$ cat config.mk
export PLATFORM = sky130hd
export DESIGN_NAME = fpu_add_sub_scheduler
export DESIGN_NICKNAME = d
export VERILOG_FILES = /design/src/rtl/fpu_add_sub_scheduler_pkg.sv /design/src/rtl/fpu_add_sub_scheduler_rr_arbiter.sv /design/src/rtl/fpu_add_sub_scheduler.sv
export SDC_FILE = /design/constraint.sdc
export NUM_CORES = 1
export LEC_CHECK = 0
export BUFFER_PORTS_ARGS = -buffer_cell sky130_fd_sc_hd__buf_4
export CAP_MARGIN = 15
export CORE_ASPECT_RATIO = 0.9
export CORE_MARGIN = 10
export CORE_UTILIZATION = 30
export DETAILED_ROUTE_END_ITERATION = 10
export MAX_ROUTING_LAYER = met4
export PLACE_DENSITY_LB_ADDON = 0.12
export RECOVER_POWER = 50
export SYNTH_ARGS = -nofsm -noshare
export SYNTH_HDL_FRONTEND = slang
export SYNTH_SLANG_ARGS = --single-unit
$ cat constraint.sdc
create_clock -name i_clk -period 2.29 [get_ports i_clk]
set_input_delay 0.229 -clock i_clk [delete_from_list [all_inputs] [get_ports i_clk]]
set_output_delay 0.229 -clock i_clk [all_outputs]
set_load 0.05 [all_outputs]
$ cat src/rtl/fpu_add_sub_scheduler_pkg.sv
// Shared types for the FP add/sub scheduler: requester ID encoding and the
// per-stage tag carried alongside operations inside the shared FPU.
package fpu_sched_pkg;

  localparam int DATA_WIDTH_DEF = 32;
  localparam int NUM_REQ_MAX    = 8;

  typedef logic [$clog2(NUM_REQ_MAX)-1:0] req_id_t;

  typedef struct packed {
    logic    valid;
    req_id_t id;
  } tag_t;

endpackage

$ cat src/rtl/fpu_add_sub_scheduler_rr_arbiter.sv
// Round-robin arbiter: searches upward from ptr_i+1 (wrapping) and grants the
// first pending request. The pointer itself is owned by the parent.
module rr_arbiter #(
  parameter int NUM_REQ = 4,
  localparam int IdW    = $clog2(NUM_REQ)
) (
  input  logic [NUM_REQ-1:0] req_i,
  input  logic               en_i,
  input  logic [IdW-1:0]     ptr_i,
  output logic [NUM_REQ-1:0] grant_o,
  output logic [IdW-1:0]     idx_o,
  output logic               valid_o
);

  int           sum;
  logic         found;
  logic [IdW-1:0] cand;

  always_comb begin
    sum     = 0;
    found   = 1'b0;
    cand    = '0;
    idx_o   = '0;
    grant_o = '0;
    // k == NUM_REQ wraps back to the pointer itself, so it is checked last
    for (int k = 1; k <= NUM_REQ; k++) begin
      sum = int'(ptr_i) + k;
      if (sum >= NUM_REQ) sum = sum - NUM_REQ;
      cand = IdW'(sum);
      if (!found && req_i[cand]) begin
        found = 1'b1;
        idx_o = cand;
      end
    end
    valid_o = found & en_i;
    if (valid_o) grant_o[idx_o] = 1'b1;
  end

endmodule

$ cat src/rtl/fpu_add_sub_scheduler.sv
// Shares one fixed-latency pipelined FP32 add/sub unit between NUM_REQ
// requesters; a tag pipeline matching the FPU latency routes results back.
module fpu_add_sub_scheduler
  import fpu_sched_pkg::*;
#(
  parameter int NUM_REQ     = 4,
  parameter int DATA_WIDTH  = DATA_WIDTH_DEF,
  parameter int FPU_LATENCY = 3
) (
  input  logic                                 i_clk,
  input  logic                                 i_rst_n,
  input  logic [NUM_REQ-1:0]                   i_req_valid,
  input  logic [NUM_REQ-1:0][DATA_WIDTH-1:0]   i_req_a,
  input  logic [NUM_REQ-1:0][DATA_WIDTH-1:0]   i_req_b,
  input  logic [NUM_REQ-1:0]                   i_req_sub,
  output logic [NUM_REQ-1:0]                   o_req_ready,
  input  logic                                 i_hold,
  output logic                                 o_fpu_valid,
  output logic [DATA_WIDTH-1:0]                o_fpu_a,
  output logic [DATA_WIDTH-1:0]                o_fpu_b,
  output logic                                 o_fpu_sub,
  input  logic [DATA_WIDTH-1:0]                i_fpu_result,
  output logic [NUM_REQ-1:0]                   o_res_valid,
  output logic [DATA_WIDTH-1:0]                o_res_data,
  output logic [$clog2(FPU_LATENCY+2)-1:0]     o_inflight,
  output logic                                 o_idle
);

  localparam int IdW  = $clog2(NUM_REQ);
  localparam int CntW = $clog2(FPU_LATENCY + 2);

  logic [IdW-1:0]        rr_ptr_q, rr_ptr_d;
  logic [IdW-1:0]        win_idx;
  logic                  handshake;
  logic                  arb_en;

  logic                  fpu_valid_q, fpu_valid_d;
  logic [DATA_WIDTH-1:0] fpu_a_q, fpu_a_d;
  logic [DATA_WIDTH-1:0] fpu_b_q, fpu_b_d;
  logic                  fpu_sub_q, fpu_sub_d;
  req_id_t               issue_id_q, issue_id_d;

  tag_t                  tag_q [FPU_LATENCY];
  tag_t                  tag_d [FPU_LATENCY];
  tag_t                  tag_last;
  logic                  retire;

  logic [CntW-1:0]       inflight_q, inflight_d;

  // Ready is gated by reset too, so no grant is offered while i_rst_n is low
  assign arb_en = ~i_hold & i_rst_n;

  rr_arbiter #(
    .NUM_REQ (NUM_REQ)
  ) u_arb (
    .req_i   (i_req_valid),
    .en_i    (arb_en),
    .ptr_i   (rr_ptr_q),
    .grant_o (o_req_ready),
    .idx_o   (win_idx),
    .valid_o (handshake)
  );

  always_comb begin
    rr_ptr_d    = rr_ptr_q;
    fpu_valid_d = handshake;
    fpu_a_d     = fpu_a_q;
    fpu_b_d     = fpu_b_q;
    fpu_sub_d   = fpu_sub_q;
    issue_id_d  = issue_id_q;
    if (handshake) begin
      rr_ptr_d   = win_idx;
      fpu_a_d    = i_req_a[win_idx];
      fpu_b_d    = i_req_b[win_idx];
      fpu_sub_d  = i_req_sub[win_idx];
      issue_id_d = req_id_t'(win_idx);
    end
  end

  always_ff @(posedge i_clk or negedge i_rst_n) begin
    if (!i_rst_n) begin
      rr_ptr_q    <= IdW'(NUM_REQ - 1);
      fpu_valid_q <= 1'b0;
      fpu_a_q     <= '0;
      fpu_b_q     <= '0;
      fpu_sub_q   <= 1'b0;
      issue_id_q  <= '0;
    end else begin
      rr_ptr_q    <= rr_ptr_d;
      fpu_valid_q <= fpu_valid_d;
      fpu_a_q     <= fpu_a_d;
      fpu_b_q     <= fpu_b_d;
      fpu_sub_q   <= fpu_sub_d;
      issue_id_q  <= issue_id_d;
    end
  end

  // Tags trail the issue register by one stage per cycle, never stalling,
  // so the final stage lines up with i_fpu_result.
  always_comb begin
    tag_d[0] = '{valid: fpu_valid_q, id: issue_id_q};
    for (int i = 1; i < FPU_LATENCY; i++) begin
      tag_d[i] = tag_q[i-1];
    end
  end

  always_ff @(posedge i_clk or negedge i_rst_n) begin
    if (!i_rst_n) begin
      for (int i = 0; i < FPU_LATENCY; i++) begin
        tag_q[i] <= '0;
      end
    end else begin
      for (int i = 0; i < FPU_LATENCY; i++) begin
        tag_q[i] <= tag_d[i];
      end
    end
  end

  assign tag_last = tag_q[FPU_LATENCY-1];
  assign retire   = tag_last.valid;

  always_comb begin
    o_res_valid = '0;
    for (int p = 0; p < NUM_REQ; p++) begin
      o_res_valid[p] = retire && (tag_last.id == req_id_t'(p));
    end
  end

  assign o_res_data = i_fpu_result;

  always_comb begin
    inflight_d = inflight_q;
    case ({handshake, retire})
      2'b10:   inflight_d = inflight_q + CntW'(1);
      2'b01:   inflight_d = inflight_q - CntW'(1);
      default: inflight_d = inflight_q;
    endcase
  end

  always_ff @(posedge i_clk or negedge i_rst_n) begin
    if (!i_rst_n) begin
      inflight_q <= '0;
    end else begin
      inflight_q <= inflight_d;
    end
  end

  assign o_fpu_valid = fpu_valid_q;
  assign o_fpu_a     = fpu_a_q;
  assign o_fpu_b     = fpu_b_q;
  assign o_fpu_sub   = fpu_sub_q;
  assign o_inflight  = inflight_q;
  assign o_idle      = (inflight_q == '0) & ~fpu_valid_q & ~(|i_req_valid);

endmodule

Yosys cells after proc, flatten, opt, wreduce, memory -nomap -nowiden
Cells that the tools add are included. Widths: inputs -> output; s select.

Add/sub/neg operators: 10. Order comparisons: 10. Equality and inequality tests: 5. Muxes and demuxes: 30. Bitwise logic cells: 7. Reduce and logical (&&, ||, !) cells: 15.

Operators with widths (count): $bmux 32 s2 (2); $mux 32 (2); $mux 2 (8); $lt 2x3->1 const B (5); $bmux 1 s2 (5); $mux 1 (10); $ge 3x3->1 const B (3); $logic_and 1x1->1 (8); $sub 2x1->2 const B (4); $add 2x2->3 const B (2); $eq 2x2->1 const B (3); $logic_not 3->1 (2); $pmux 3 s2 (1); $add 2x3->4 const B (1); $and 1x1->1 (4); $eq 2x1->1 const B (2); $ge 4x3->1 const B (1); $mux 4 (1); $reduce_or 4->1 (1); $add 2x1->3 const B (1); $add 3x1->3 const B (1); $logic_not 1->1 (3); $not 1->1 (3); $sub 3x1->3 const B (1); other kinds (3) (3).

Register bits after elaboration: 82. Output and inout port bits: 110. Word-level logic and storage cells: 90.

Logic depth before layout (Yosys ltp)
Depth in word-level cells: 20. Gate-level depth with buffers: 8.

By module
A second synthesis with hierarchy kept.

Cells, all modules: 464. Area total of the unflattened synthesis: 5186.2 µm².

By module, submodules not included: fpu_add_sub_scheduler (times used 1, cells each 442, area each 5061.1 µm², seq. area each 2054.5 µm²); rr_arbiter (times used 1, cells each 22, area each 125.1 µm², seq. area each 0.0 µm²).

Worst setup path after synthesis
OpenSTA, ideal clock, no wires.

Path type: register to output. Start: register rr_ptr_q[1]. End: output o_req_ready[3]. Data arrival time: 2.422 ns. Required time: 2.061 ns. Slack: -0.361 ns. Stages on the path, launching flop included: 8. Cells stage by stage: dfstp_2 > buf_2 > mux2i_1 > nor2_1 > nor3_2 > buf_4 > buf_2 > nor3_1.

Longest elaborated chain between the ends: 20.

RTL lines: start, declared (RTL line fpu_add_sub_scheduler.sv:32) `logic [IdW-1:0] rr_ptr_q, rr_ptr_d;`; start signal, assigned (RTL line fpu_add_sub_scheduler.sv:82) `rr_ptr_q <= IdW'(NUM_REQ - 1);`; start signal, assigned (RTL line fpu_add_sub_scheduler.sv:89) `rr_ptr_q <= rr_ptr_d;`; $add 2x1->3 (RTL line fpu_add_sub_scheduler_rr_arbiter.sv:27) `sum = int'(ptr_i) + k;`; $ge 3x3->1 or $sub 2x1->2 (tied branches) (RTL line fpu_add_sub_scheduler_rr_arbiter.sv:28) `if (sum >= NUM_REQ) sum = sum - NUM_REQ;`; $mux 2 (RTL line fpu_add_sub_scheduler_rr_arbiter.sv:28); $bmux 1 s2 (RTL line fpu_add_sub_scheduler_rr_arbiter.sv:30) `if (!found && req_i[cand]) begin`; $mux 1 (not written as such) (RTL line fpu_add_sub_scheduler_rr_arbiter.sv:30); $mux 1 (RTL line fpu_add_sub_scheduler_rr_arbiter.sv:30); $logic_not 1->1 (RTL line fpu_add_sub_scheduler_rr_arbiter.sv:30); $logic_and 1x1->1 (RTL line fpu_add_sub_scheduler_rr_arbiter.sv:30); [... 4 more ...]; $logic_not 1->1 (RTL line fpu_add_sub_scheduler_rr_arbiter.sv:30); $logic_and 1x1->1 (RTL line fpu_add_sub_scheduler_rr_arbiter.sv:30); $mux 2 (RTL line fpu_add_sub_scheduler_rr_arbiter.sv:30); $lt 2x3->1 (not written as such) or $ge 2x1->1 (tied branches) (RTL line fpu_add_sub_scheduler_rr_arbiter.sv:36) `if (valid_o) grant_o[idx_o] = 1'b1;`; $logic_and 1x1->1 (not written as such) (RTL line fpu_add_sub_scheduler_rr_arbiter.sv:36); $mux 1 (not written as such) (RTL line fpu_add_sub_scheduler_rr_arbiter.sv:36); $demux 1 s2; $mux 4 * (RTL line fpu_add_sub_scheduler_rr_arbiter.sv:36); end, declared (RTL line fpu_add_sub_scheduler.sv:16) `output logic [NUM_REQ-1:0] o_req_ready,`.

Mark *: on every way between the ends. The rest lies on a longest branch, timed or not. The select of a mux whose other input is x is not followed.

Worst setup path in the final report
Same ends and word-level chain as after synthesis.

==> metrics.txt <==
# TYPE chip_impl_metric gauge
chip_impl_metric{name="post_drt_wl_per_cell",unit="um"} 22.5
chip_impl_metric{name="synth.yosys.seq_area_share",unit="%"} 36.9
chip_impl_info{name="clock_tree_from_tritoncts",value="done"} 1
chip_impl_info{name="setup_repair_after_global_routing_missed_its_margin",value="yes"} 1
chip_impl_info{name="critPathCaptureType",value="output pin"} 1
chip_impl_info{name="critical_path.slowest_cell",value="sky130_fd_sc_hd__dfstp_2"} 1
chip_impl_metric{name="fp.coreArea",unit="um2"} 18300
chip_impl_metric{name="power.leakage",unit="nW"} 4.00
chip_impl_metric{name="avgSynthCellArea",unit="um2"} 9.08
chip_impl_metric{name="synth_top_area_share",unit="%"} 35.9
chip_impl_metric{name="fp.dieW",unit="um"} 164
chip_impl_metric{name="cts_max_path_buffers",unit=""} 2
chip_impl_metric{name="clock_sinks",unit=""} 82
chip_impl_info{name="r2r-end",value="o_fpu_b[8]$_DFFE_PN0P_"} 1
chip_impl_info{name="critPathKind",value="reg -> out"} 1
chip_impl_info{name="timing.rr.start",value="rr_ptr_q[1]$_DFFE_PN1P_"} 1
chip_impl_metric{name="hold_viol",unit=""} 0
chip_impl_metric{name="final_min_period_over_clock_period",unit="%"} 96.2
chip_impl_metric{name="p_seq_share",unit="%"} 26.6
chip_impl_metric{name="arrival",unit="ns"} 1.97
chip_impl_metric{name="power.switching_fraction",unit="%"} 47.1
chip_impl_metric{name="drt_drc_violations_left",unit=""} 0
chip_impl_metric{name="placement.setup.worst_slack",unit="ns"} 0.0654
chip_impl_info{name="setup.worst_path.end",value="o_req_ready[3]"} 1
chip_impl_metric{name="count_of_max_cap_constraint_violations",unit=""} 0
chip_impl_metric{name="switching_power",unit="W"} 0.00384
chip_impl_metric{name="skew",unit="ns"} 0.00561
chip_impl_metric{name="drtPass1Iterations",unit=""} 4
chip_impl_metric{name="area_growth_syn_to_layout",unit="%"} 52.3
chip_impl_info{name="synthTopCellsByArea",value="sky130_fd_sc_hd__dfrtp_1 (36%), sky130_fd_sc_hd__a211oi_1 (12%), sky130_fd_sc_hd__mux2i_1 (12%)"} 1
chip_impl_info{name="timing.critical_path.cells",value="mux2i_2, nor2_4, buf_4, nor3_4, buf_12, nor3_2, buf_4"} 1
chip_impl_info{name="synthDominantAreaCellType",value="sky130_fd_sc_hd__dfrtp_1"} 1
chip_impl_metric{name="fin_tns_setup",unit="ns"} 0
chip_impl_metric{name="vias_per_cell",unit=""} 5.01
chip_impl_info{name="outcome",value="finished, final reports clean"} 1
chip_impl_metric{name="insertion_delay",unit="ns"} 0.35
chip_impl_metric{name="die_area",unit="um2"} 24400
chip_impl_metric{name="clk_pin_slew",unit="ns"} 0.07
chip_impl_info{name="startpoint",value="rr_ptr_q[1]$_DFFE_PN1P_"} 1
chip_impl_metric{name="clock_power_share",unit="%"} 21.3
chip_impl_metric{name="nFillCells",unit=""} 1888
chip_impl_info{name="final_common_cell",value="sky130_fd_sc_hd__buf_4"} 1
chip_impl_metric{name="design.final.nets",unit=""} 1207
chip_impl_metric{name="htree_num_levels",unit=""} 3
chip_impl_metric{name="combPwrFrac",unit="%"} 52.1
chip_impl_metric{name="boundaryPins",unit=""} 409
chip_impl_metric{name="antenna_found_initial",unit=""} 0
chip_impl_metric{name="globalRouteOverflowTotal",unit=""} 0
chip_impl_metric{name="dr.first_iter.drc_count",unit=""} 217
chip_impl_metric{name="cts_buffers",unit=""} 9
chip_impl_metric{name="netlist_area",unit="um2"} 5570
chip_impl_metric{name="setup_viol",unit=""} 0
chip_impl_info{name="startpoint_type",value="register"} 1
chip_impl_info{name="layout_common_cells",value="sky130_fd_sc_hd__buf_4 (302), sky130_fd_sc_hd__a211oi_1 (91), sky130_fd_sc_hd__dfrtp_1 (80)"} 1
chip_impl_metric{name="final_max_slew_viol_count",unit=""} 0
chip_impl_metric{name="final_core_util",unit="%"} 46.4
chip_impl_metric{name="worst_pin_slew",unit="ns"} 1.09
chip_impl_metric{name="total_power",unit="W"} 0.00814
chip_impl_metric{name="min_clock_period_post_route",unit="ns"} 2.20
chip_impl_metric{name="cts_hold_repair.buffers",unit=""} 0
chip_impl_metric{name="grtUsageTotal",unit="%"} 20.7
chip_impl_metric{name="internal_power",unit="W"} 0.00430
chip_impl_metric{name="grt_pass1_wl",unit="um"} 38200
chip_impl_metric{name="number_of_global_route_vias_before_repair",unit=""} 6286
chip_impl_metric{name="critical_path.max_stage_delay",unit="ns"} 0.56
chip_impl_metric{name="dp.final_hpwl",unit="um"} 19200
chip_impl_info{name="cpMostUsedCell",value="sky130_fd_sc_hd__buf_4"} 1
chip_impl_metric{name="cp_data_required_time",unit="ns"} 2.06
chip_impl_metric{name="power.density",unit="nW/um2"} 960
chip_impl_metric{name="fp.dieH",unit="um"} 149
chip_impl_metric{name="r2r_cells",unit=""} 7
chip_impl_metric{name="final_critical_path_setup_slack",unit="ns"} 0.0881
chip_impl_metric{name="ys.warnings.count",unit=""} 0
chip_impl_info{name="timing.hold.worst.class",value="in -> async"} 1
chip_impl_metric{name="ant_nets",unit=""} 0
chip_impl_metric{name="buffer_ports.inserted",unit=""} 344
chip_impl_metric{name="postSynthNetCount",unit=""} 914
chip_impl_metric{name="timing.max_slew.rel_slack",unit="%"} 27.6
chip_impl_metric{name="critPathMaxFanout",unit=""} 4
chip_impl_metric{name="synth.distinct_cells",unit=""} 36
chip_impl_metric{name="grt_start_max_net_pins",unit=""} 66
chip_impl_metric{name="placedInstanceArea",unit="um2"} 8240
chip_impl_metric{name="max-vdd-ir-drop",unit="V"} 0.000346
chip_impl_metric{name="finish.instance_area",unit="um2"} 8480
chip_impl_metric{name="placementRows",unit=""} 47
chip_impl_info{name="clk_root_buffer_cell",value="sky130_fd_sc_hd__clkbuf_16"} 1
chip_impl_metric{name="gp_congestion",unit=""} 0.824
chip_impl_metric{name="routed_wl",unit="um"} 26000
chip_impl_metric{name="diodes",unit=""} 0
chip_impl_metric{name="detailroute.via_count",unit=""} 5788
chip_impl_metric{name="synthesis.instances",unit=""} 613
chip_impl_metric{name="yosys_register_bits",unit=""} 82
chip_impl_metric{name="layout-drive-gt1-share",unit="%"} 42.4
chip_impl_metric{name="achievable-frequency",unit="MHz"} 454
chip_impl_metric{name="setup.reg_to_reg.worst_slack",unit="ns"} 0.13
chip_impl_metric{name="floorplan.initialDensity",unit="%"} 30.5
[synthesized netlist by cell type, drive strengths merged]
master	count
a211oi	131
dfrtp	80
nor2	74
buf	71
mux2i	68
nand2	68
nor3	67
clkbuf	18
inv	4
nand2b	4
a21oi	3
a21o	2
and3	2
dfstp	2
nand3b	2
o21a	2
or3	2
or4	2
xor2	2
a21bo	1
a21boi	1
and3b	1
fa	1
ha	1
nor3b	1
o21ai	1
o31ai	1
xnor2	1
[per-layer routing]
| layer | vias up | global-route usage, % | routed length, um |
|---|---|---|---|
| met5 | - | - | 0 |
| met4 | 0 | 5.27 | 403 |
| met3 | 26 | 7.26 | 2440 |
| met2 | 248 | 35.0 | 12900 |
| met1 | 2740 | 22.9 | 10200 |
| li1 | 2774 | - | - |
[how the worst min path moves through the flow]
stage                            start                         to  slack [ns]  cells past startpoint
floorplan                      i_rst_n  issue_id_q[0]$_DFFE_PN0P_       -0.07                      0
finish                         i_rst_n    o_fpu_b[26]$_DFFE_PN0P_        0.22                      2
global route              i_req_a[120]    o_fpu_a[24]$_DFFE_PN0P_        0.24                      3
detailed placement  tag_d[0]$_DFF_PN0_      tag_last[0]$_DFF_PN0_        0.34                      0
CTS                            i_rst_n    o_fpu_b[26]$_DFFE_PN0P_        0.05                      2
global placement    tag_d[4]$_DFF_PN0_         tag_d[0]$_DFF_PN0_        0.33                      0
[timing repair]
action	CTS	global route
pin swaps	1	0
setup endpoints to repair	3	7
setup buffers	4	0
gates cloned	2	0
resized for setup	2	4
[worst max-delay path, delay by kind of cell (launching register included)]
kind | cells | cell delay, ns
buffers and inverters | 3 | 0.48
AND/OR/NAND/NOR | 3 | 0.32
multiplexers | 1 | 0.27
flip-flops | 1 | 0.56
[sequential cells by signal, indices dropped and copies added, names as in the netlist]
| register | count |
|---|---|
| rr_ptr_q | 2 |
| o_inflight | 3 |
| tag_d | 6 |
| o_fpu_a | 32 |
| o_fpu_sub | 1 |
| tag_last | 2 |
| o_fpu_b | 32 |
| retire | 1 |
| o_fpu_valid | 1 |
| issue_id_q | 2 |
[logic make-up after synthesis]
logic type | Yosys count | share of synthesized area [%]
AO/OA/AOI/OAI | 142 | 22.8
XOR/XNOR | 3 | 0.472
adder cells (fa/ha/maj) | 2 | 0.584
buffers and inverters | 93 | 9.37
flip-flops | 82 | 36.9
multiplexers | 68 | 12.2
AND/OR/NAND/NOR | 223 | 17.7
[metrics by stage]
step                      hold slack, ns  cells
after detailed placement           0.336   1134
after CTS                         0.0539   1156
after global placement             0.332   1134
after global routing               0.242   1156
final                              0.223   1156
after floorplan                  -0.0666    613
[power groups by stage]
stage,Clock [W],Combinational (W),Sequential (W)
floorplan,0,0.00155,0.00359
global placement,0,0.00444,0.00219
detailed placement,0,0.00446,0.00219
CTS,0.00179,0.00458,0.00218
global route,0.00184,0.00451,0.00223
finish,0.00173,0.00424,0.00217
[final cells by class]
type	count	area, um2	area share (%)
tap	245	307	3.61
clock buffer	9	225	2.65
sequential	82	2050	24.2
multi-input combinational	438	3050	36.0
clock inverter	7	124	1.46
timing repair buffer	371	2710	31.9
inverter	4	15.0	0.177
Note: power is estimated with default switching activity, not from simulation.
